File: config.mk
export PLATFORM = sky130hd
export DESIGN_NAME = fp_accumulate_flat
export DESIGN_NICKNAME = d
export VERILOG_FILES = /design/src/rtl/fp_accumulate_if.sv /design/src/rtl/fp_accumulate.sv /design/src/flat_wrapper.sv
export SDC_FILE = /design/constraint.sdc
export NUM_CORES = 1
export LEC_CHECK = 0
export ABC_CLOCK_PERIOD_IN_PS = 17350
export CAP_MARGIN = 10
export CORE_MARGIN = 4
export CORE_UTILIZATION = 50
export CTS_BUF_LIST = sky130_fd_sc_hd__clkbuf_4 sky130_fd_sc_hd__clkbuf_8 sky130_fd_sc_hd__clkbuf_16
export CTS_CLUSTER_DIAMETER = 80
export DETAILED_ROUTE_END_ITERATION = 12
export PLACE_DENSITY = 0.71
export SYNTH_ARGS = -nofsm -noshare
export SYNTH_HDL_FRONTEND = slang
export SYNTH_SLANG_ARGS = --single-unit
File: constraint.sdc
create_clock -name clk_i -period 17.35 [get_ports clk_i]
set_input_delay 1.735 -clock clk_i [delete_from_list [all_inputs] [get_ports clk_i]]
set_output_delay 1.735 -clock clk_i [all_outputs]
set_load 0.02 [all_outputs]
File: src/rtl/fp_accumulate_if.sv
// Handshake bundle for fp_accumulate: job start, term stream in, sum out.
// With FP_ACC_BIAS_EN defined the bundle also carries the per-job bias term.
interface fp_accumulate_if #(
    parameter int CNT_W = 8
);
    logic             start_i;
    logic [CNT_W-1:0] num_terms_i;
    logic             in_valid_i;
    logic             in_ready_o;
    logic [15:0]      in_data_i;
    logic             out_valid_o;
    logic             out_ready_i;
    logic [15:0]      out_data_o;
    logic             busy_o;
`ifdef FP_ACC_BIAS_EN
    logic [15:0]      bias_i;
`endif

    modport master (
`ifdef FP_ACC_BIAS_EN
        output bias_i,
`endif
        output start_i, num_terms_i, in_valid_i, in_data_i, out_ready_i,
        input  in_ready_o, out_valid_o, out_data_o, busy_o
    );

    modport slave (
`ifdef FP_ACC_BIAS_EN
        input  bias_i,
`endif
        input  start_i, num_terms_i, in_valid_i, in_data_i, out_ready_i,
        output in_ready_o, out_valid_o, out_data_o, busy_o
    );
endinterface

File: src/rtl/fp_accumulate.sv
// Single-port bfloat16 sum engine: accumulates a programmed number of terms through one fp_add.
// Optional FP_ACC_BIAS_EN: start loads a bias into the accumulator and every term goes through fp_add.
module fp_accumulate #(
    parameter int CNT_W = 8
) (
    input logic           clk_i,
    input logic           rst_ni,
    fp_accumulate_if.slave bus
);
    typedef struct packed {
        logic       sign;
        logic [7:0] exp;
        logic [6:0] man;
    } fp_t;

    typedef enum logic [1:0] {IDLE, ACCUM, OUTPUT} state_t;

    // Round-to-nearest-even add; subnormal inputs flush to zero, any NaN or inf-inf gives 0x7FC0.
    function automatic fp_t fp_add(input fp_t a_in, input fp_t b_in);
        fp_t         a, b, t, r;
        logic [11:0] ma, mb, sum;
        logic [8:0]  rnd;
        logic [7:0]  d;
        logic        sticky;
        int          e, hi;
        a = a_in;
        b = b_in;
        r = '0;
        if (a.exp == 8'd0) a.man = '0;
        if (b.exp == 8'd0) b.man = '0;
        if (a.exp == 8'hFF || b.exp == 8'hFF) begin
            if ((a.exp == 8'hFF && a.man != '0) || (b.exp == 8'hFF && b.man != '0) ||
                (a.exp == 8'hFF && b.exp == 8'hFF && a.sign != b.sign))
                r = 16'h7FC0;
            else
                r = (a.exp == 8'hFF) ? a : b;
        end else if (a.exp == 8'd0 && b.exp == 8'd0) begin
            r = {a.sign & b.sign, 15'd0};
        end else if (a.exp == 8'd0) begin
            r = b;
        end else if (b.exp == 8'd0) begin
            r = a;
        end else begin
            if ({b.exp, b.man} > {a.exp, a.man}) begin
                t = a;
                a = b;
                b = t;
            end
            d  = a.exp - b.exp;
            ma = {2'b01, a.man, 3'b000};
            mb = {2'b01, b.man, 3'b000};
            // Guard/round/sticky in the low three bits keep the rounding exact for subtraction too.
            if (d > 8'd11) begin
                sticky = 1'b1;
                mb     = '0;
            end else begin
                sticky = |(mb & ((12'd1 << d) - 12'd1));
                mb     = mb >> d;
            end
            mb[0] = mb[0] | sticky;
            sum   = (a.sign == b.sign) ? ma + mb : ma - mb;
            e     = int'(a.exp);
            if (sum != '0) begin
                if (sum[11]) begin
                    sum = {1'b0, sum[11:2], sum[1] | sum[0]};
                    e   = e + 1;
                end else begin
                    hi = 0;
                    for (int i = 0; i <= 10; i++)
                        if (sum[i]) hi = i;
                    sum = sum << (10 - hi);
                    e   = e - (10 - hi);
                end
                rnd = {1'b0, sum[10:3]} + 9'(sum[2] & (sum[3] | sum[1] | sum[0]));
                if (rnd[8]) begin
                    rnd = rnd >> 1;
                    e   = e + 1;
                end
                if (e >= 255)
                    r = {a.sign, 8'hFF, 7'd0};
                else if (e <= 0)
                    r = {a.sign, 15'd0};
                else
                    r = {a.sign, e[7:0], rnd[6:0]};
            end
        end
        return r;
    endfunction

    state_t           state_q, state_d;
    fp_t              acc_q, acc_d;
    logic [CNT_W-1:0] count_q, count_d;
    logic             first_q, first_d;
    logic             accept;

    assign bus.in_ready_o  = (state_q == ACCUM);
    assign bus.out_valid_o = (state_q == OUTPUT);
    assign bus.busy_o      = (state_q != IDLE);
    assign bus.out_data_o  = acc_q;
    assign accept          = bus.in_valid_i && (state_q == ACCUM);

    // NOTE: every always_comb output gets a default first so no path can infer a latch.
    always_comb begin
        state_d = state_q;
        acc_d   = acc_q;
        count_d = count_q;
        first_d = first_q;
        unique case (state_q)
            IDLE: begin
                if (bus.start_i) begin
`ifdef FP_ACC_BIAS_EN
                    acc_d = bus.bias_i;
`else
                    acc_d = '0;
`endif
                    if (bus.num_terms_i == '0) begin
                        state_d = OUTPUT;
                    end else begin
                        count_d = bus.num_terms_i;
`ifdef FP_ACC_BIAS_EN
                        first_d = 1'b0;
`else
                        first_d = 1'b1;
`endif
                        state_d = ACCUM;
                    end
                end
            end
            ACCUM: begin
                if (accept) begin
                    acc_d   = first_q ? fp_t'(bus.in_data_i) : fp_add(acc_q, bus.in_data_i);
                    first_d = 1'b0;
                    count_d = count_q - CNT_W'(1);
                    if (count_q == CNT_W'(1)) state_d = OUTPUT;
                end
            end
            OUTPUT: begin
                if (bus.out_ready_i) state_d = IDLE;
            end
            default: state_d = IDLE;
        endcase
    end

    // NOTE: state registers use non-blocking assignments so all of them update from pre-edge values.
    always_ff @(posedge clk_i or negedge rst_ni) begin
        if (!rst_ni) begin
            state_q <= IDLE;
            acc_q   <= '0;
            count_q <= '0;
            first_q <= 1'b1;
        end else begin
            state_q <= state_d;
            acc_q   <= acc_d;
            count_q <= count_d;
            first_q <= first_d;
        end
    end
endmodule

File: src/flat_wrapper.sv
// flat-port wrapper written by rule: the top's interface ports become plain ports
module fp_accumulate_flat 
#(
    parameter int CNT_W = 8
)
  (clk_i, rst_ni, bus_start_i, bus_num_terms_i, bus_in_valid_i, bus_in_data_i, bus_out_ready_i, bus_in_ready_o, bus_out_valid_o, bus_out_data_o, bus_busy_o);
  fp_accumulate_if #(.CNT_W(CNT_W)) bus_i ();
  input logic clk_i;
  input logic rst_ni;
  input wire logic [$bits(bus_i.start_i)-1:0] bus_start_i;
  input wire logic [$bits(bus_i.num_terms_i)-1:0] bus_num_terms_i;
  input wire logic [$bits(bus_i.in_valid_i)-1:0] bus_in_valid_i;
  input wire logic [$bits(bus_i.in_data_i)-1:0] bus_in_data_i;
  input wire logic [$bits(bus_i.out_ready_i)-1:0] bus_out_ready_i;
  output wire logic [$bits(bus_i.in_ready_o)-1:0] bus_in_ready_o;
  output wire logic [$bits(bus_i.out_valid_o)-1:0] bus_out_valid_o;
  output wire logic [$bits(bus_i.out_data_o)-1:0] bus_out_data_o;
  output wire logic [$bits(bus_i.busy_o)-1:0] bus_busy_o;
  assign bus_i.start_i = bus_start_i;
  assign bus_i.num_terms_i = bus_num_terms_i;
  assign bus_i.in_valid_i = bus_in_valid_i;
  assign bus_i.in_data_i = bus_in_data_i;
  assign bus_i.out_ready_i = bus_out_ready_i;
  assign bus_in_ready_o = bus_i.in_ready_o;
  assign bus_out_valid_o = bus_i.out_valid_o;
  assign bus_out_data_o = bus_i.out_data_o;
  assign bus_busy_o = bus_i.busy_o;
  fp_accumulate #(.CNT_W(CNT_W)) u_core (.clk_i(clk_i), .rst_ni(rst_ni), .bus(bus_i));
endmodule
Yosys cells after proc, flatten, opt, wreduce, memory -nomap -nowiden
Index checks and enable logic that the tools add are counted.
{ "word_totals": {"ff_bits": 27, "inputBits": 29} }
{ "classes": {"n_addsub": 10, "order_cmp": 4, "n_eq_ne": 14, "n_shift": 3, "mux": 105, "bitwise": 7, "n_reduce_logical": 23} }
{ "ops": {"columns": ["operator", "n"], "rows": [
  ["two-way mux 32 bit", 24],
  ["two-way mux 16 bit", 24],
  ["two-way mux 12 bit", 8],
  ["two-way mux 11 bit", 8],
  ["two-way mux 7 bit", 7],
  ["adder 32 x 2 -> 32 bit, second input constant", 1],
  ["greater-or-equal comparator 32 x 9 -> 1 bit, second input constant", 1],
  ["<= comparator 32 x 1 -> 1 bit, second input constant", 1],
  ["one-hot mux 16 bit (2 select lines)", 1],
  ["<< shifter 12 x 32 -> 11 bit", 1],
  ["subtractor 5 x 32 -> 32 bit, first input constant", 1],
  ["subtractor 9 x 32 -> 32 bit", 1],
  ["two-way mux 15 bit", 2],
  ["logical NOT 8 bit", 3],
  ["two-way mux 8 bit", 3],
  ["== test 8 bit, second input constant", 2],
  ["one-hot mux 8 bit (2 select lines)", 1],
  ["> comparator 15 bit", 1],
  ["two-way mux 2 bit", 7],
  ["nonzero test 7 bit", 2],
  ["adder 11 x 12 -> 12 bit", 1],
  ["AND 11 x 12 -> 12 bit", 1],
  ["two-way mux 3 bit", 4],
  ["two-way mux 4 bit", 3],
  ["other kinds (34)", 58]
]} }

Longest topological paths before layout
Gate-level depths: netlist of the first run.
{ "logic_depth": {"ltp_word": 78, "mapped_depth": 66, "ltp_nobuf": 57} }

Worst setup path before layout of the first run
No wires, ideal clock.
{ "synth_timing": {"kind": "input to register", "from": "input port bus_in_data_i[12]", "to": "register u_core.acc_q (netlist bit u_core.bus.out_data_o[4])", "arrival_time_ps": 13318, "t_required_ps": 17283, "setup_slack_ps": 3965, "stages": 62, "n_path_buf": 9, "path_cell_list": "buf_2 > nor4_1 > nand2_1 > clkbuf_1 > nand2_1 > inv_1 > ha_1 > nor2b_1 > nor3_1 > o21ai_1 > a2111oi_2 > nor2_2 > buf_6 > clkbuf_1 > clkbuf_1 > clkbuf_1 > a21oi_1 > ha_1 > [... 26 more ...] > ha_1 > inv_1 > o21ai_0 > a21oi_1 > o21bai_1 > a21oi_1 > o21bai_1 > xor2_1 > mux2i_1 > nor2_1 > nand3_1 > or3_1 > nand2b_1 > o31ai_2 > nand4_1 > a41o_2 > nor3b_4 > a221o_1"} }
{ "synth_between": {"elab_chain_len": 78, "word_cells_on_any_way": 122, "cone_classes": "add/sub: 9; order compare: 4; eq/ne: 2; shift: 3; mux: 87; bitwise: 6; reduce/logical: 11"} }
{ "synth_lines": {"columns": ["element", "line", "rtl"], "rows": [
  ["start: declaration", "flat_wrapper.sv:13", "input wire logic [$bits(bus_i.in_data_i)-1:0] bus_in_data_i;"],
  ["parallel branches: the longest is 74 deep, another holds > comparator 15 bit", null, null],
  ["two-way mux 16 bit *", "fp_accumulate.sv:31", "if (a.exp == 8'hFF || b.exp == 8'hFF) begin"],
  ["two-way mux 16 bit *", "fp_accumulate.sv:131", "acc_d = first_q ? fp_t'(bus.in_data_i) : fp_add(acc_q, bus.in_data_i);"],
  ["two-way mux 16 bit *", "fp_accumulate.sv:130", "if (accept) begin"],
  ["one-hot mux 16 bit (2 select lines) *", "fp_accumulate.sv:108", "unique case (state_q)"],
  ["end signal: assignment", "fp_accumulate.sv:148", "acc_q <= '0;"],
  ["end signal: assignment", "fp_accumulate.sv:153", "acc_q <= acc_d;"],
  ["end: declaration", "fp_accumulate.sv:91", "fp_t acc_q, acc_d;"]
]} }
Mark *: on every way between the ends. The select of a mux whose other input is x is not followed.
A chain may end at the register's enable or synchronous reset.

Final worst setup path of the first run
Ends and elaborated chain as after synthesis.

==> run summary, run 1 <==
status: completed
# IOs: 48
Mean Syn Cell Area: 7.01 µm²
post-DP HPWL: 19100 µm
largest net degree at the start of global routing: 40
clock sinks: 27
R2R depth: 54
Yosys reg bits: 27
count leader, synth: nor2_1
clk root buf: clkbuf_16
vias in the first global route: 7491
Synth async-reset ratio: 1.00
Seq/Total Area, Yosys: 0.0931
synth cell count leaders: 133 x nor2_1, 97 x nand2_1, 87 x a21oi_1
reg2reg start: u_core.bus.out_data_o[10]
Wirelength per Cell: 19.7 µm
DRC viols: 0
Non-Filler Instances: 1219
Pre-Repair DR Iteration Count: 6
die width: 129 µm
Post-synth EDFFs: 0
critical path peak fanout: 14
total gr overflow: 0
Max Root-Sink Buffers: 2
vias per cell: 6.80
# port buffers: 47
Synth Instances: 1037
first-pass GRT wire length: 38300 µm
Cell Area, Synth: 7270 µm²
crit path kind: in2reg
crit path launch: bus_in_data_i[12]
Clock Skews: 3.14 ps
Final Hold Vio Count: 0
placed cell count: 1215
number of fill cells in the layout: 1370
Final ANT Viol Nets: 0
MaxCap Viol Count: 0
startpoint types: primary input
slew of the pin with the lowest slew margin: 1150 ps
Die Ht: 129 µm
Final #Nets: 1115
worst hold slack: 491 ps
fin crit period: 15270 ps
# rows: 43
WP buf/inv: 7
Final Cell Area: 7840 µm²
GR Util All Layers: 0.280
post-synth top area share: 0.0895
RSZ-0062 raised after global routing: false
crit-path max cell delay: 640 ps
final period utilization: 0.880
worst skew pair latency: 270 ps
share of layout cells above drive strength 1: 0.0741
instance count on the critical path: 54
hold_sp: u_core.state_q[1]
Initial Util: 0.518
Via Count: 8285
synth warn: 0
Synth cell types: 118
CP delay by family, top: compound AO/OA/AOI/OAI gates
DRT iter0 DRCs: 985
CP Capture Type: flop
final WL: 24000 µm
Reg-to-Reg End: u_core.bus.out_data_o[4]
Slew Viols, Final: 0
WP data arrival: 15470 ps
clock transition at the registers of the reported paths: 70 ps
# Post-CTS Setup Buffers: 0
core region area: 14000 µm²
leading area contributor after synthesis: dfrtp_1
Slowest cell on crit path: clkdlybuf4s50_1
CTS tree: built
post_cts resized: 0
crit path to: u_core.bus.out_data_o[4]
Hold-fix buffers, CTS: 0
top_reg_cell synth: dfrtp_1
Area Growth Syn to Fin: 7.88%
die area: 16500 µm²
initial antenna violation count: 0
n_diodes: 0
final setup fails: 0
CTS H-tree depth: 1
Post-Route Setup TNS: 0 ps
WP data required: 17550 ps
top post-synthesis cells by area: dfrtp_1 9.0%, ha_1 7.6%, nor2_1 6.9%
total CTS buffers: 3
flop-to-flop setup slack: 3430 ps
worst hold path class: reg2reg
global placer's final weighted congestion: 1.02
Post-DP Area: 7760 µm²
Slew HR: 0.229
Max Clk Rate: 65.5 MHz
[layout by cell type (no fill, tap or decap), types with 10 or more instances in the layout]
cell type and count:
o22ai_1 10, mux2i_1 20, a21oi_1 87, a22oi_1 14, a211oi_1 10, nor4_1 13
nor2b_1 10, ha_1 44, o21ai_1 12, a211o_1 11, and3_1 12, nand3_1 28
dfrtp_1 26, a31oi_1 14, clkdlybuf4s50_1 47, nand4_1 14, or3_1 12, and2_1 14
o21ai_0 58, xor2_1 15, xnor2_1 24, nand2_1 97, nor2_1 133, nor3_1 21
inv_1 63
[through the flow]
| step | worst slack (ps) | util |
|---|---|---|
| 2_1_floorplan | 3960 | - |
| 3_3_place_gp | 2580 | 0.553 |
| 3_5_place_dp | 2170 | 0.553 |
| 4_1_cts | 2410 | 0.558 |
| 5_1_grt | 963 | 0.558 |
| 6_report | 2080 | 0.558 |
[flip-flops by register name, summed over array words and instances (netlist names)]
name and flops:
u_core.bus.out_data_o 16, u_core.count_q 8, u_core.first_q 1, u_core.state_q 2
[how the worst min path moves through the flow]
| stage | cells past startpoint | endpoint |
|---|---|---|
| 2_1_floorplan | 1 | u_core.state_q[0] |
| 3_3_place_gp | 1 | u_core.state_q[0] |
| 3_5_place_dp | 1 | u_core.state_q[0] |
| 4_1_cts | 1 | u_core.state_q[0] |
| 5_1_grt | 1 | u_core.state_q[0] |
| 6_report | 1 | u_core.state_q[0] |
[layer usage]
layer  vias up  GRT usage  share of wire
met3        52     0.0311          0.080
met4         0     0.0840          0.032
met2       464      0.460           0.45
li1       3891          -              -
met1      3878      0.387           0.44
met5         -          0              0
[cell type report]
class / count / area (µm²) / area share
Multi-Input combinational cell: 892 / 6120 / 0.780
Sequential cell: 27 / 677 / 0.0863
Timing Repair Buffer: 50 / 493 / 0.0629
Inverter: 66 / 248 / 0.0316
Tap cell: 180 / 225 / 0.0287
Clock buffer: 4 / 82.6 / 0.0105
[cells by family after synthesis]
kind of cell | count (synthesis) | share of synthesized area
simple gates | 411 | 0.286
compound gates | 361 | 0.368
buf+inv | 119 | 0.0666
fa+ha+maj | 47 | 0.0826
xor+xnor | 44 | 0.0597
mux | 27 | 0.0430
flops | 27 | 0.0931
other cells | 1 | 0.000516
Power of run 1 is not shown: default switching activity piles up to over one toggle a cycle in this logic, so the estimate is an artifact.
==> inputs of run 2 (changes only) <==
--- a/config.mk
+++ b/config.mk
@@ -7,7 +7,7 @@
 export LEC_CHECK = 0
 export ABC_CLOCK_PERIOD_IN_PS = 17350
 export CAP_MARGIN = 10
-export CORE_MARGIN = 4
+export CORE_MARGIN = 2
 export CORE_UTILIZATION = 50
 export CTS_BUF_LIST = sky130_fd_sc_hd__clkbuf_4 sky130_fd_sc_hd__clkbuf_8 sky130_fd_sc_hd__clkbuf_16
 export CTS_CLUSTER_DIAMETER = 80
==> run 2 against run 1 <==
Wire length decreased by 0.45%. Final cell count up 0.33%. Worst setup slack better by 110 ps. Register-to-register slack improved by 90 ps. Worst hold slack barely moved. Sequential cell count is the same. Critical endpoint unchanged. Highest routed layer unchanged.
==> run summary, run 2 (synthesized netlist as in run 1, its figures left out) <==
most frequent cells in the layout: 133 x nor2_1, 97 x nand2_1, 87 x a21oi_1, 63 x inv_1, 58 x o21ai_0
post_cts resized: 0
MaxCap Viol Count: 0
Via Count: 8144
WP data arrival: 15370 ps
DRT iter0 DRCs: 956
GR Util All Layers: 0.296
worst hold path class: reg2reg
Pre-Repair DR Iteration Count: 6
number of fill cells in the layout: 1437
Area Growth Syn to Fin: 7.92%
n_diodes: 0
die width: 125 µm
Post-Route Setup TNS: 0 ps
clk root buf: clkbuf_16
share of layout cells above drive strength 1: 0.0741
total gr overflow: 0
CTS tree: built
final setup fails: 0
Hold-fix buffers, CTS: 0
critical path peak fanout: 14
Slew HR: 0.255
status: completed
Slowest cell on crit path: clkdlybuf4s50_1
Wirelength per Cell: 19.5 µm
final period utilization: 0.874
WP data required: 17560 ps
total CTS buffers: 3
slew of the pin with the lowest slew margin: 1110 ps
vias per cell: 6.66
max reg flops: 16
global placer's final weighted congestion: 0.954
Initial Util: 0.506
# IOs: 48
Final Util: 0.546
commonest non-fill, non-tap cell in the layout: nor2_1
Final Hold Vio Count: 0
# port buffers: 47
CTS H-tree depth: 1
post-DP HPWL: 18900 µm
startpoint types: primary input
Clock Skews: 1.89 ps
# rows: 44
Slew Viols, Final: 0
die area: 15500 µm²
CP Capture Type: flop
initial antenna violation count: 0
fin crit period: 15160 ps
RSZ-0062 raised after global routing: false
Max Clk Rate: 66.0 MHz
Final ANT Viol Nets: 0
crit path kind: in2reg
clock sinks: 27
Die Ht: 125 µm
clock transition at the registers of the reported paths: 70 ps
# Post-CTS Setup Buffers: 0
worst skew pair latency: 270 ps
Max Root-Sink Buffers: 2
final WL: 23900 µm
Final #Nets: 1115
DRC viols: 0
vias in the first global route: 7496
core region area: 14400 µm²
crit-path max cell delay: 630 ps
largest net degree at the start of global routing: 40
first-pass GRT wire length: 38800 µm
## run 2: layer usage
layer | vias to the layer above | GRT usage | wire, µm
li1 | 3880 | - | -
met1 | 3777 | 0.411 | 10300
met2 | 421 | 0.470 | 10700
met3 | 66 | 0.0357 | 1930
met4 | 0 | 0.112 | 901
met5 | - | 0 | 0
## run 2: per-stage QoR
| stage | hold WS [ps] | area (µm²) | cells | worst slack [ps] |
|---|---|---|---|---|
| 2_1_floorplan | 448 | 7270 | 1038 | 3960 |
| 4_1_cts | 496 | 7840 | 1223 | 2440 |
| 6_report | 491 | 7840 | 1223 | 2190 |
| 5_1_grt | 536 | 7840 | 1223 | 1210 |
| 3_5_place_dp | 486 | 7760 | 1219 | 2210 |
| 3_3_place_gp | 476 | 7760 | 1219 | 2570 |
## run 2: final cells by class
class / instances / area, µm² / area share
clock buffer: 3 / 75.1 / 0.00957
clock inverter: 1 / 5.00 / 0.000638
inverter: 66 / 248 / 0.0316
multi-input combinational: 892 / 6120 / 0.780
sequential: 27 / 677 / 0.0863
tap: 184 / 230 / 0.0294
timing repair buffer: 50 / 493 / 0.0628
## run 2: worst max-delay path, delay by kind of cell
| family | cells | cell delay [ps] |
|---|---|---|
| buffers and inverters | 7 | 1590 |
| muxes | 3 | 670 |
| xor gates and xnor gates | 2 | 750 |
| adders and majority gates | 5 | 1770 |
| AOI/OAI and AO/OA | 22 | 5590 |
| and+or+nand+nor | 15 | 3230 |
## run 2: worst paths after layout
path	from	end	slack, ps	depth (start not counted)
worst min-delay path	u_core.state_q[1]	u_core.state_q[0]	490	1
worst max register to register	u_core.bus.out_data_o[10]	u_core.bus.out_data_o[4]	3520	52
worst min register to register	u_core.state_q[1]	u_core.state_q[0]	490	1
max in group asynchronous	rst_ni	u_core.first_q	15210	2
worst max-delay path	bus_in_data_i[12]	u_core.bus.out_data_o[4]	2190	54
min in group asynchronous	rst_ni	u_core.state_q[1]	1840	2
Power of run 2 is left out for the same reason.
==> inputs of run 3 (changes only) <==
--- a/config.mk
+++ b/config.mk
@@ -12,7 +12,9 @@
 export CTS_BUF_LIST = sky130_fd_sc_hd__clkbuf_4 sky130_fd_sc_hd__clkbuf_8 sky130_fd_sc_hd__clkbuf_16
 export CTS_CLUSTER_DIAMETER = 80
 export DETAILED_ROUTE_END_ITERATION = 12
+export GPL_TIMING_DRIVEN = 0
 export PLACE_DENSITY = 0.71
+export SETUP_SLACK_MARGIN = 0.02
 export SYNTH_ARGS = -nofsm -noshare
 export SYNTH_HDL_FRONTEND = slang
 export SYNTH_SLANG_ARGS = --single-unit
==> run 3 against run 2 <==
Wire length increased by 3.1%. Via count grew 2.2%. Sequential cell count did not move. Maximum frequency decreased by 5.7%. First-iteration DRC count down 21%. Worst hold slack improved by 5.4 ps. Die area unchanged. Cell area is 2.9% higher. Sequential share of layout area decreased by 0.24 points. Worst setup slack got worse by 920 ps.
==> run summary, run 3 (synthesized netlist as in run 1, its figures left out) <==
status: completed
GR Util All Layers: 0.305
final WL: 24600 µm
crit-path max cell delay: 610 ps
most frequent cells in the layout: 133 x nor2_1, 97 x nand2_1, 87 x a21oi_1, 63 x inv_1, 58 x o21ai_0
die width: 125 µm
slew of the pin with the lowest slew margin: 949 ps
WP data required: 17560 ps
RSZ-0062 raised after global routing: false
max reg flops: 16
Final Cell Area: 8070 µm²
n_diodes: 0
total CTS buffers: 3
clock transition at the registers of the reported paths: 70 ps
initial antenna violation count: 0
Hold-fix buffers, CTS: 0
DRT iter0 DRCs: 751
total gr overflow: 0
largest net degree at the start of global routing: 15
die area: 15500 µm²
Final Hold Vio Count: 0
share of layout cells above drive strength 1: 0.0817
Initial Util: 0.506
Slowest cell on crit path: clkdlybuf4s50_1
final worst setup slack: 1270 ps
clock sinks: 27
crit path kind: in2reg
Slew Viols, Final: 0
Max Clk Rate: 62.2 MHz
commonest non-fill, non-tap cell in the layout: nor2_1
Pre-Repair DR Iteration Count: 5
DRC viols: 0
Post-Route Setup TNS: 0 ps
startpoint types: primary input
Place WS: 1350 ps
# port buffers: 47
fin crit period: 16080 ps
Via Count: 8322
Final #Nets: 1166
post-DP HPWL: 19800 µm
final setup fails: 0
Die Ht: 125 µm
# Post-CTS Setup Buffers: 0
Area Growth Syn to Fin: 11.0%
worst skew pair latency: 270 ps
CP Capture Type: flop
worst hold path class: reg2reg
Max Root-Sink Buffers: 2
critical path peak fanout: 10
CTS tree: built
# IOs: 48
global placer's final weighted congestion: 0.956
core region area: 14400 µm²
WP data arrival: 16280 ps
vias per cell: 6.53
vias in the first global route: 7586
Final ANT Viol Nets: 0
# rows: 44
MaxCap Viol Count: 0
final period utilization: 0.927
Post-DP Area: 7990 µm²
Clock Skews: 3.50 ps
post_cts resized: 0
Slew HR: 0.362
clk root buf: clkbuf_16
CTS H-tree depth: 1
first-pass GRT wire length: 39600 µm
Wirelength per Cell: 19.3 µm
## run 3: cell types whose count changed in the layout (fill, tap and decap cells not counted), sizes merged
cell	before	now
clkbuf	3	40
buf	3	18
clkinv	3	2
## run 3: worst max-delay path: cells and delay by family
kind,cells,cell delay (ps)
fa+ha+maj,5,1410
mux,3,680
simple gates,17,3020
xor+xnor,3,640
buf+inv,13,3550
compound gates,24,5220
## run 3: area by class of cell
type	instances	area [µm²]
buffer	53	236
clock buffer	4	82.6
fill	1436	6300
inverter	66	248
multi-input combinational	892	6110
sequential	27	677
tap	184	230
timing repair buffer	48	485
## run 3: worst paths after layout
| kind | from | end | slack [ps] | cells after the start |
|---|---|---|---|---|
| setup / recovery | bus_in_data_i[13] | u_core.bus.out_data_o[3] | 1270 | 65 |
| hold / removal | u_core.state_q[1] | u_core.state_q[0] | 500 | 1 |
| setup reg to reg | u_core.bus.out_data_o[10] | u_core.bus.out_data_o[3] | 2600 | 65 |
| hold reg to reg | u_core.state_q[1] | u_core.state_q[0] | 500 | 1 |
| max in group asynchronous | rst_ni | u_core.count_q[4] | 14900 | 2 |
| min in group asynchronous | rst_ni | u_core.bus.out_data_o[15] | 1900 | 1 |
## run 3: routing by layer
layer / global-route usage / wire length (µm)
met1: 0.429 / 10900
met2: 0.494 / 11000
met3: 0.0185 / 1690
met4: 0.106 / 1010
met5: 0 / 0
## run 3: per-stage QoR
stage                util  instances  hold WS (ps)
finish              0.562       1274           496
global route        0.562       1274           511
CTS                 0.562       1274           490
detailed placement  0.556       1270           475
global placement    0.555       1269           479
floorplan               -       1038           448
Power of run 3 is left out for the same reason.
